--- src/rtl/exe_div.sv ---
// Iterative MIPS32 DIV/DIVU unit for the EXE stage: one restoring step per cycle,
// result presented as {HI=remainder, LO=quotient} with a one-cycle ready pulse.
module exe_div #(
    parameter int WIDTH = 32
) (
    input  logic                 clk,
    input  logic                 rst_n,
    input  logic                 start,
    input  logic                 signed_op,
    input  logic [WIDTH-1:0]     dividend,
    input  logic [WIDTH-1:0]     divisor,
    input  logic                 annul,
    output logic                 stall_req,
    output logic                 busy,
    output logic                 ready,
    output logic [2*WIDTH-1:0]   hilo
);

    localparam int CW = $clog2(WIDTH);
    localparam logic [CW-1:0]    CNT_MAX  = CW'(WIDTH - 1);
    localparam logic [CW-1:0]    CNT_ONE  = {{(CW-1){1'b0}}, 1'b1};
    localparam logic [CW-1:0]    CNT_ZERO = {CW{1'b0}};
    localparam logic [WIDTH-1:0] W_ONE    = {{(WIDTH-1){1'b0}}, 1'b1};
    localparam logic [WIDTH-1:0] W_ZERO   = {WIDTH{1'b0}};

    typedef enum logic [1:0] {
        IDLE = 2'd0,
        CALC = 2'd1,
        DONE = 2'd2
    } state_e;

    state_e               state_q, state_d;
    logic [CW-1:0]        cnt_q, cnt_d;
    logic [WIDTH:0]       rem_q, rem_d;
    logic [WIDTH-1:0]     quo_q, quo_d;
    logic [WIDTH-1:0]     dvsr_q, dvsr_d;
    logic                 sgn_a_q, sgn_a_d;
    logic                 sgn_b_q, sgn_b_d;
    logic                 sop_q, sop_d;
    logic [2*WIDTH-1:0]   hilo_q, hilo_d;
    logic                 busy_q;
    logic                 ready_q;

    logic [WIDTH:0]       rem_sh_s;
    logic [WIDTH:0]       diff_s;
    logic [WIDTH:0]       rem_nx_s;
    logic [WIDTH-1:0]     quo_nx_s;

    // Two's complement negate of x when en is set, otherwise pass-through.
    function automatic logic [WIDTH-1:0] cond_neg(input logic [WIDTH-1:0] x, input logic en);
        logic [WIDTH-1:0] r;
        if (en) begin
            r = (~x) + W_ONE;
        end else begin
            r = x;
        end
        return r;
    endfunction

    // One restoring step: quotient register doubles as the dividend shift source.
    always_comb begin
        rem_sh_s = {rem_q[WIDTH-1:0], quo_q[WIDTH-1]};
        diff_s   = rem_sh_s - {1'b0, dvsr_q};
        rem_nx_s = rem_sh_s;
        quo_nx_s = {quo_q[WIDTH-2:0], 1'b0};
        if (!diff_s[WIDTH]) begin
            rem_nx_s = diff_s;
            quo_nx_s = {quo_q[WIDTH-2:0], 1'b1};
        end else begin
            rem_nx_s = rem_sh_s;
            quo_nx_s = {quo_q[WIDTH-2:0], 1'b0};
        end
    end

    // Next-state and datapath load logic; hilo is only written on entry to DONE.
    always_comb begin
        state_d = state_q;
        cnt_d   = cnt_q;
        rem_d   = rem_q;
        quo_d   = quo_q;
        dvsr_d  = dvsr_q;
        sgn_a_d = sgn_a_q;
        sgn_b_d = sgn_b_q;
        sop_d   = sop_q;
        hilo_d  = hilo_q;
        case (state_q)
            IDLE: begin
                if (start && !annul) begin
                    if (divisor == W_ZERO) begin
                        state_d = DONE;
                        hilo_d  = {dividend, {WIDTH{1'b1}}};
                    end else begin
                        state_d = CALC;
                        rem_d   = {(WIDTH+1){1'b0}};
                        quo_d   = cond_neg(dividend, signed_op & dividend[WIDTH-1]);
                        dvsr_d  = cond_neg(divisor, signed_op & divisor[WIDTH-1]);
                        sgn_a_d = dividend[WIDTH-1];
                        sgn_b_d = divisor[WIDTH-1];
                        sop_d   = signed_op;
                        cnt_d   = CNT_MAX;
                    end
                end else begin
                    state_d = IDLE;
                end
            end
            CALC: begin
                if (annul) begin
                    state_d = IDLE;
                end else begin
                    rem_d = rem_nx_s;
                    quo_d = quo_nx_s;
                    if (cnt_q == CNT_ZERO) begin
                        state_d = DONE;
                        hilo_d  = {cond_neg(rem_nx_s[WIDTH-1:0], sop_q & sgn_a_q),
                                   cond_neg(quo_nx_s, sop_q & (sgn_a_q ^ sgn_b_q))};
                    end else begin
                        cnt_d = cnt_q - CNT_ONE;
                    end
                end
            end
            DONE: begin
                state_d = IDLE;
            end
            default: begin
                state_d = IDLE;
            end
        endcase
    end

    // State, datapath and registered status flags.
    always_ff @(posedge clk or negedge rst_n) begin
        if (!rst_n) begin
            state_q <= IDLE;
            cnt_q   <= CNT_ZERO;
            rem_q   <= {(WIDTH+1){1'b0}};
            quo_q   <= W_ZERO;
            dvsr_q  <= W_ZERO;
            sgn_a_q <= 1'b0;
            sgn_b_q <= 1'b0;
            sop_q   <= 1'b0;
            hilo_q  <= {(2*WIDTH){1'b0}};
            busy_q  <= 1'b0;
            ready_q <= 1'b0;
        end else begin
            state_q <= state_d;
            cnt_q   <= cnt_d;
            rem_q   <= rem_d;
            quo_q   <= quo_d;
            dvsr_q  <= dvsr_d;
            sgn_a_q <= sgn_a_d;
            sgn_b_q <= sgn_b_d;
            sop_q   <= sop_d;
            hilo_q  <= hilo_d;
            busy_q  <= (state_d == CALC);
            ready_q <= (state_d == DONE);
        end
    end

    // Stall must rise in the same cycle start is seen, so it cannot be registered.
    always_comb begin
        stall_req = 1'b0;
        if (state_q == CALC) begin
            stall_req = 1'b1;
        end else if ((state_q == IDLE) && start && !annul) begin
            stall_req = 1'b1;
        end else begin
            stall_req = 1'b0;
        end
    end

    assign busy  = busy_q;
    assign ready = ready_q;
    assign hilo  = hilo_q;

endmodule

--- config.mk ---
export PLATFORM = sky130hd
export DESIGN_NAME = exe_div
export DESIGN_NICKNAME = d
export VERILOG_FILES = /design/src/rtl/exe_div.sv
export SDC_FILE = /design/constraint.sdc
export NUM_CORES = 1
export LEC_CHECK = 0
export CAP_MARGIN = 25
export CORE_MARGIN = 3
export CORE_UTILIZATION = 40
export DETAILED_ROUTE_END_ITERATION = 10
export PLACE_DENSITY_LB_ADDON = 0.1
export REMOVE_ABC_BUFFERS = 1
export SLEW_MARGIN = 10
export SYNTH_ARGS = -nofsm -noshare
export SYNTH_HDL_FRONTEND = slang
export SYNTH_SLANG_ARGS = --single-unit
--- constraint.sdc ---
create_clock -name clk -period 4.3 [get_ports clk]
set_input_delay 0.86 -clock clk [delete_from_list [all_inputs] [get_ports clk]]
set_output_delay 0.86 -clock clk [all_outputs]
set_load 0.03 [all_outputs]
==> run metrics, run 1 <==
status complete, no violations; Sequential Area 0.00430 mm^2; syn avg cell area 7.91 um^2; setup slack at placement -0.0563 ns; vias in the first global route 10726; crit path max fanout 8; max-cap viol count 0; internal power 0.00339 W; Avg WL per Cell 17.3 um; die width 181 um; Most Frequent Cell on Critical Path a21o_1; max-slew violation count 0; port bufs 135; commonest non-fill, non-tap cell in the layout nand2_1; worst-skew pair later-pin latency 0.44 ns; Finished Cell Area 0.0152 mm^2; fraction of layout cells with a size suffix above 1 0.101; HP Class in -> async; Top-Level Pins 136; CP Launch Type flip-flop; postcts setup bufs 0; Worst Path Buf+Inv 0; Main synth FF type dfrtp_1; via count 11575; gr usage total 0.217; # DRC 0; Final #Nets 1815; mapped cell area 0.0123 mm^2; num rows 63; Num Clock Sinks 172; crit end category flip-flop; post-route minimum period 4.04 ns; Clk pwr share 0.284; sequential fraction of the synthesis area 0.351; Clock Tree Buf Depth 2; number of CTS-inserted buffers 17; fin worst setup slack 0.261 ns; antenna viol nets, final 0; Distinct cells, synth 76; CP max stage delay 0.42 ns; Flop pwr share 0.369; Final setup viols 0; Sw Share 0.365; die area 0.0328 mm^2; Slew HR 0.383; Power Density 352 mW/mm^2; CP Class reg -> reg; ys async rst share 1.00; dpl hpwl 28100 um; Leak 6.31 nW; fin util 0.507; Synth warnings 0; Syn-to-layout area delta 23.8%; Avg Vias per Cell 5.48; IR drop worst, VDD 0.299 mV; grt total ovfl 0; initial antenna violation count 0; worst-path cell chain ha_1 -> a21o_1 -> a221o_1 -> a21o_1 -> or3_4 -> a2111oi_4 -> o2111a_2 -> a31oi_2 -> nor3_1 -> a31oi_1 -> or3b_1 -> nand3_1; Clock Skew 0.00963 ns; initial DRC count 727; Clk pin slew, worst setup/hold paths 0.07 ns; largest net degree at the start of global routing 95; area of the multi-input gates 0.00746 mm^2; most frequent cells in the layout 186 x nand2_1, 176 x a21oi_1, 172 x dfrtp_1, 157 x nor2_1, 153 x o21ai_0; # H-tree levels 4; # fillers 2934; starting density of the core 0.410; Critical Path RT 4.67 ns; Final period util 0.939; CP arrival 4.41 ns; first-pass GRT wire length 58000 um; synthesized flop and latch total 172; Tot Pwr 0.00534 W; DRT Pass-1 Iters 5; Root Buffer clkbuf_16; Routability Congestion 0.893; slew of the pin with the lowest slew margin 0.923 ns; combinational share of power 0.347; Slowest-stage cell, CP dfrtp_1; Post-DP Area 0.0146 mm^2; Psw 0.00195 W; RSZ-0062 raised after global routing no; # diodes 0; final WL 36600 um; core area 0.0300 mm^2; FMAX 248 MHz; EDFF count, synth 0; Final Hold Viols 0; die height 181 um; Worst path top cell family by delay compound AO/OA/AOI/OAI gates; synthesized instance count 1552; CTS tree yes
## worst reg2reg max path, stage by stage, from the launching register on
cell       delay [ns]
dfrtp_1          0.42
ha_1             0.42
a21o_1           0.25
a221o_1          0.36
a21o_1           0.25
or3_4            0.37
a2111oi_4        0.40
o2111a_2         0.31
a31oi_2          0.19
nor3_1           0.38
a31oi_1          0.17
or3b_1           0.38
nand3_1          0.07
## flip-flops by register name, indices dropped and copies added (netlist names)
signal / flops
sgn_a_q: 1
hilo: 64
busy: 1
state_q: 2
ready: 1
dvsr_q: 32
cnt_q: 5
sgn_b_q: 1
quo_q: 32
rem_q: 32
sop_q: 1
## power by group through the flow
stage	Sequential (W)	Clock (W)	Combinational, W
2_1_floorplan	0.00203	0	0.00112
3_5_place_dp	0.00200	0	0.00183
4_1_cts	0.00197	0.00156	0.00184
3_3_place_gp	0.00200	0	0.00181
6_report	0.00197	0.00152	0.00185
5_1_grt	0.00200	0.00163	0.00206
## final timing paths
kind	endpoint	slack (ns)	startpoint	depth (start not counted)
worst max-delay path	hilo[59]$_DFFE_PN0P_	0.26	rem_q[7]$_DFFE_PN0P_	12
worst min-delay path	hilo[6]$_DFFE_PN0P_	0.42	rst_n	1
worst max register to register	hilo[59]$_DFFE_PN0P_	0.26	rem_q[7]$_DFFE_PN0P_	12
worst min register to register	dvsr_q[29]$_DFFE_PN0P_	0.48	dvsr_q[29]$_DFFE_PN0P_	2
max in group asynchronous	rem_q[26]$_DFFE_PN0P_	2.93	rst_n	2
min in group clk	dvsr_q[29]$_DFFE_PN0P_	0.48	dvsr_q[29]$_DFFE_PN0P_	2
## synth_stat cells (24+ instances only)
| cell | count | area (um^2) |
|---|---|---|
| a31oi_1 | 47 | 294 |
| mux2i_1 | 24 | 240 |
| ha_1 | 37 | 463 |
| nand3_1 | 29 | 145 |
| xor2_1 | 60 | 526 |
| a21oi_1 | 178 | 891 |
| nor2_1 | 158 | 593 |
| or3_1 | 24 | 150 |
| inv_1 | 55 | 206 |
| o21ai_0 | 153 | 766 |
| nor3_1 | 28 | 140 |
| clkbuf_1 | 69 | 259 |
| xnor2_1 | 70 | 613 |
| nand2_1 | 186 | 698 |
| dfrtp_1 | 172 | 4300 |
## stage by stage
stage,hold slack [ns],setup TNS (ns),std cells
2_1_floorplan,0.450,-129.59,1457
3_3_place_gp,0.464,0,2079
3_5_place_dp,0.471,-0.105,2079
4_1_cts,0.464,0,2111
5_1_grt,0.477,0,2111
6_report,0.419,0,2111
## cell type report
cell class	instances	area share
Inverter	56	0.0138
Multi-Input combinational cell	1229	0.491
Tap cell	390	0.0321
Sequential cell	172	0.283
Clock inverter	12	0.00741
Clock buffer	20	0.0301
Timing Repair Buffer	232	0.142
## cells by family (layout without fill, tap and decap cells)
kind of cell	Yosys count	after routing	share of synthesized area
compound gates	496	496	0.238
fa+ha+maj	38	38	0.0394
mux	31	31	0.0260
flops	172	172	0.351
xor+xnor	130	130	0.0928
buf+inv	151	320	0.0488
simple gates	534	534	0.204
## per-layer routing
layer / global-route usage / share of wire / routed length [um] / up-vias
met1: 0.301 / 0.48 / 17600 / 5407
met2: 0.362 / 0.47 / 17100 / 299
met4: 0.0488 / 0.012 / 438 / 0
met5: 0 / 0 / 0 / -
met3: 0.0304 / 0.041 / 1490 / 29
li1: - / - / - / 5840
## repair_timing
| action | 4_1_cts | 5_1_grt |
|---|---|---|
| setup endpoints to repair | 0 | 16 |
| hold buffers | 0 | 0 |
| gates resized for setup | 0 | 18 |
(Power assumes the default switching activity.)
==> run 2, diff against run 1 <==
--- a/config.mk
+++ b/config.mk
@@ -10,6 +10,7 @@
 export CORE_UTILIZATION = 40
 export DETAILED_ROUTE_END_ITERATION = 10
 export PLACE_DENSITY_LB_ADDON = 0.1
+export RECOVER_POWER = 100
 export REMOVE_ABC_BUFFERS = 1
 export SLEW_MARGIN = 10
 export SYNTH_ARGS = -nofsm -noshare
==> run metrics, run 2 (same netlist as run 1, synthesis figures left out) <==
status complete, but fails checks; failing checks max-capacitance violations, max-slew violations; Finished Cell Area 0.0151 mm^2; Avg WL per Cell 17.3 um; initial DRC count 733; RSZ-0062 raised after global routing no; r2r endpoint hilo[56]$_DFFE_PN0P_; Largest register FFs 64; most frequent cells in the layout 186 x nand2_1, 176 x a21oi_1, 172 x dfrtp_1, 157 x nor2_1, 155 x o21ai_0; setup TNS 0 ns; IR drop worst, VDD 0.301 mV; post-route minimum period 4.03 ns; max-cap viol count 3; Worst Path Buf+Inv 6; Final #Nets 1815; Slowest-stage cell, CP dfrtp_1; antenna viol nets, final 0; # fillers 2944; hold_buf cts 0; hold path startpoint dvsr_q[29]$_DFFE_PN0P_; # DRC 0; Worst path top cell family by delay compound AO/OA/AOI/OAI gates; FMAX 248 MHz; # H-tree levels 4; Top-Level Pins 136; Clock Skew 0.00823 ns; Clock Tree Buf Depth 2; Root Buffer clkbuf_16; first-pass GRT wire length 58000 um; Final period util 0.936; Flop pwr share 0.370; Avg Vias per Cell 5.50; setup slack at placement -0.0563 ns; num rows 63; CP Class reg -> reg; # diodes 0; final WL 36600 um; Psw 0.00195 W; HP Class reg -> reg; crit path max fanout 5; Final setup viols 0; Final Hold Viols 0; combinational share of power 0.344; slew of the pin with the lowest slew margin 1.81 ns; Power Density 352 mW/mm^2; launch point of the worst path quo_q[31]$_DFFE_PN0P_; Slew HR -0.208; area of the multi-input gates 0.00745 mm^2; largest net degree at the start of global routing 95; CP Launch Type flip-flop; initial antenna violation count 0; reg2reg start quo_q[31]$_DFFE_PN0P_; Post-DP Area 0.0146 mm^2; Num Clock Sinks 172; Hold Crit Depth 2; vias in the first global route 10726; grt total ovfl 0; Tot Pwr 0.00532 W; via count 11619; Reg2Reg Depth 20; internal power 0.00337 W; fraction of layout cells with a size suffix above 1 0.0970; worst-skew pair later-pin latency 0.44 ns; Syn-to-layout area delta 23.3%; Reg2Reg Setup Slack 0.27 ns; DRT Pass-1 Iters 5; dpl hpwl 28100 um; Routability Congestion 0.893; Clk pin slew, worst setup/hold paths 0.07 ns; crit end category flip-flop; gr usage total 0.217; Sequential Area 0.00430 mm^2; Hold WS 0.478 ns; Leak 6.35 nW; Critical Path RT 4.66 ns; worst-path cell chain inv_1 -> ha_1 -> inv_1 -> fa_1 -> nand3_1 -> a21oi_1 -> o21ai_2 -> a211oi_4 -> o21a_1 -> nor2_4 -> inv_1 -> buf_4 -> a21oi_2 -> ha_2 -> inv_1 -> nor4_4 -> buf_4 -> a21oi_1 -> or3_1 -> a31oi_1; die height 181 um; postcts setup bufs 0; die width 181 um; number of CTS-inserted buffers 17; core area 0.0300 mm^2; die area 0.0328 mm^2; port bufs 135; CP max stage delay 0.41 ns; Sw Share 0.367; CTS tree yes; CP arrival 4.39 ns; fin worst setup slack 0.273 ns; Most Frequent Cell on Critical Path inv_1; Clk pwr share 0.286; WHS Endpoint dvsr_q[29]$_DFFE_PN0P_; max-slew violation count 177; commonest non-fill, non-tap cell in the layout nand2_1; starting density of the core 0.410
-- run 2: worst max path at each step --
| stage | depth (start not counted) | slack (ns) | to |
|---|---|---|---|
| after floorplan | 10 | -1.74 | quo_q[0]$_DFFE_PN0P_ |
| after global placement | 17 | 0.002 | hilo[63]$_DFFE_PN0P_ |
| after detailed placement | 17 | -0.06 | hilo[63]$_DFFE_PN0P_ |
| after CTS | 15 | 0.15 | hilo[61]$_DFFE_PN0P_ |
| after global routing | 17 | 0.006 | hilo[63]$_DFFE_PN0P_ |
| final | 20 | 0.27 | hilo[56]$_DFFE_PN0P_ |
-- run 2: tightest hold or removal path, cell delays in order, from the launching register on --
cell and delay, ns:
dfrtp_1 0.34, nand2_1 0.05, o21ai_0 0.06
-- run 2: layer usage --
metal	track usage	part of all wire	vias to the layer above	routed length (um)
met2	0.362	0.47	298	17100
met1	0.301	0.47	5444	17400
li1	-	-	5844	-
met5	0	0	-	0
met3	0.0304	0.044	33	1600
met4	0.0488	0.013	0	471
-- run 2: per-stage QoR --
step	utilization	std cells
2_1_floorplan	-	1457
3_3_place_gp	0.486	2079
3_5_place_dp	0.486	2079
4_1_cts	0.505	2111
5_1_grt	0.505	2111
6_report	0.505	2111
-- run 2: power groups by stage --
stage	sequential [W]	combinational, W	clock [W]
2_1_floorplan	0.00203	0.00112	0
3_5_place_dp	0.00200	0.00183	0
5_1_grt	0.00200	0.00204	0.00163
6_report	0.00197	0.00183	0.00152
4_1_cts	0.00197	0.00184	0.00156
3_3_place_gp	0.00200	0.00181	0
-- run 2: area by class of cell --
| type | count | share of cell area |
|---|---|---|
| Clock buffer | 20 | 0.0302 |
| Clock inverter | 12 | 0.00744 |
| Inverter | 56 | 0.0139 |
| Multi-Input combinational cell | 1229 | 0.492 |
| Sequential cell | 172 | 0.284 |
| Tap cell | 390 | 0.0322 |
| Timing Repair Buffer | 232 | 0.140 |
-- run 2: timing repair --
action / in CTS / in global routing
endpoints found under the hold margin: 0 / 0
resized for setup: 0 / 18
endpoints found under the setup margin: 0 / 16
==> run 3, diff against run 2 <==
--- a/config.mk
+++ b/config.mk
@@ -16,3 +16,4 @@
 export SYNTH_ARGS = -nofsm -noshare
 export SYNTH_HDL_FRONTEND = slang
 export SYNTH_SLANG_ARGS = --single-unit
+export TNS_END_PERCENT = 100
==> results of run 3 <==
The final DEF is identical to that of run 2; final timing and power are the same.
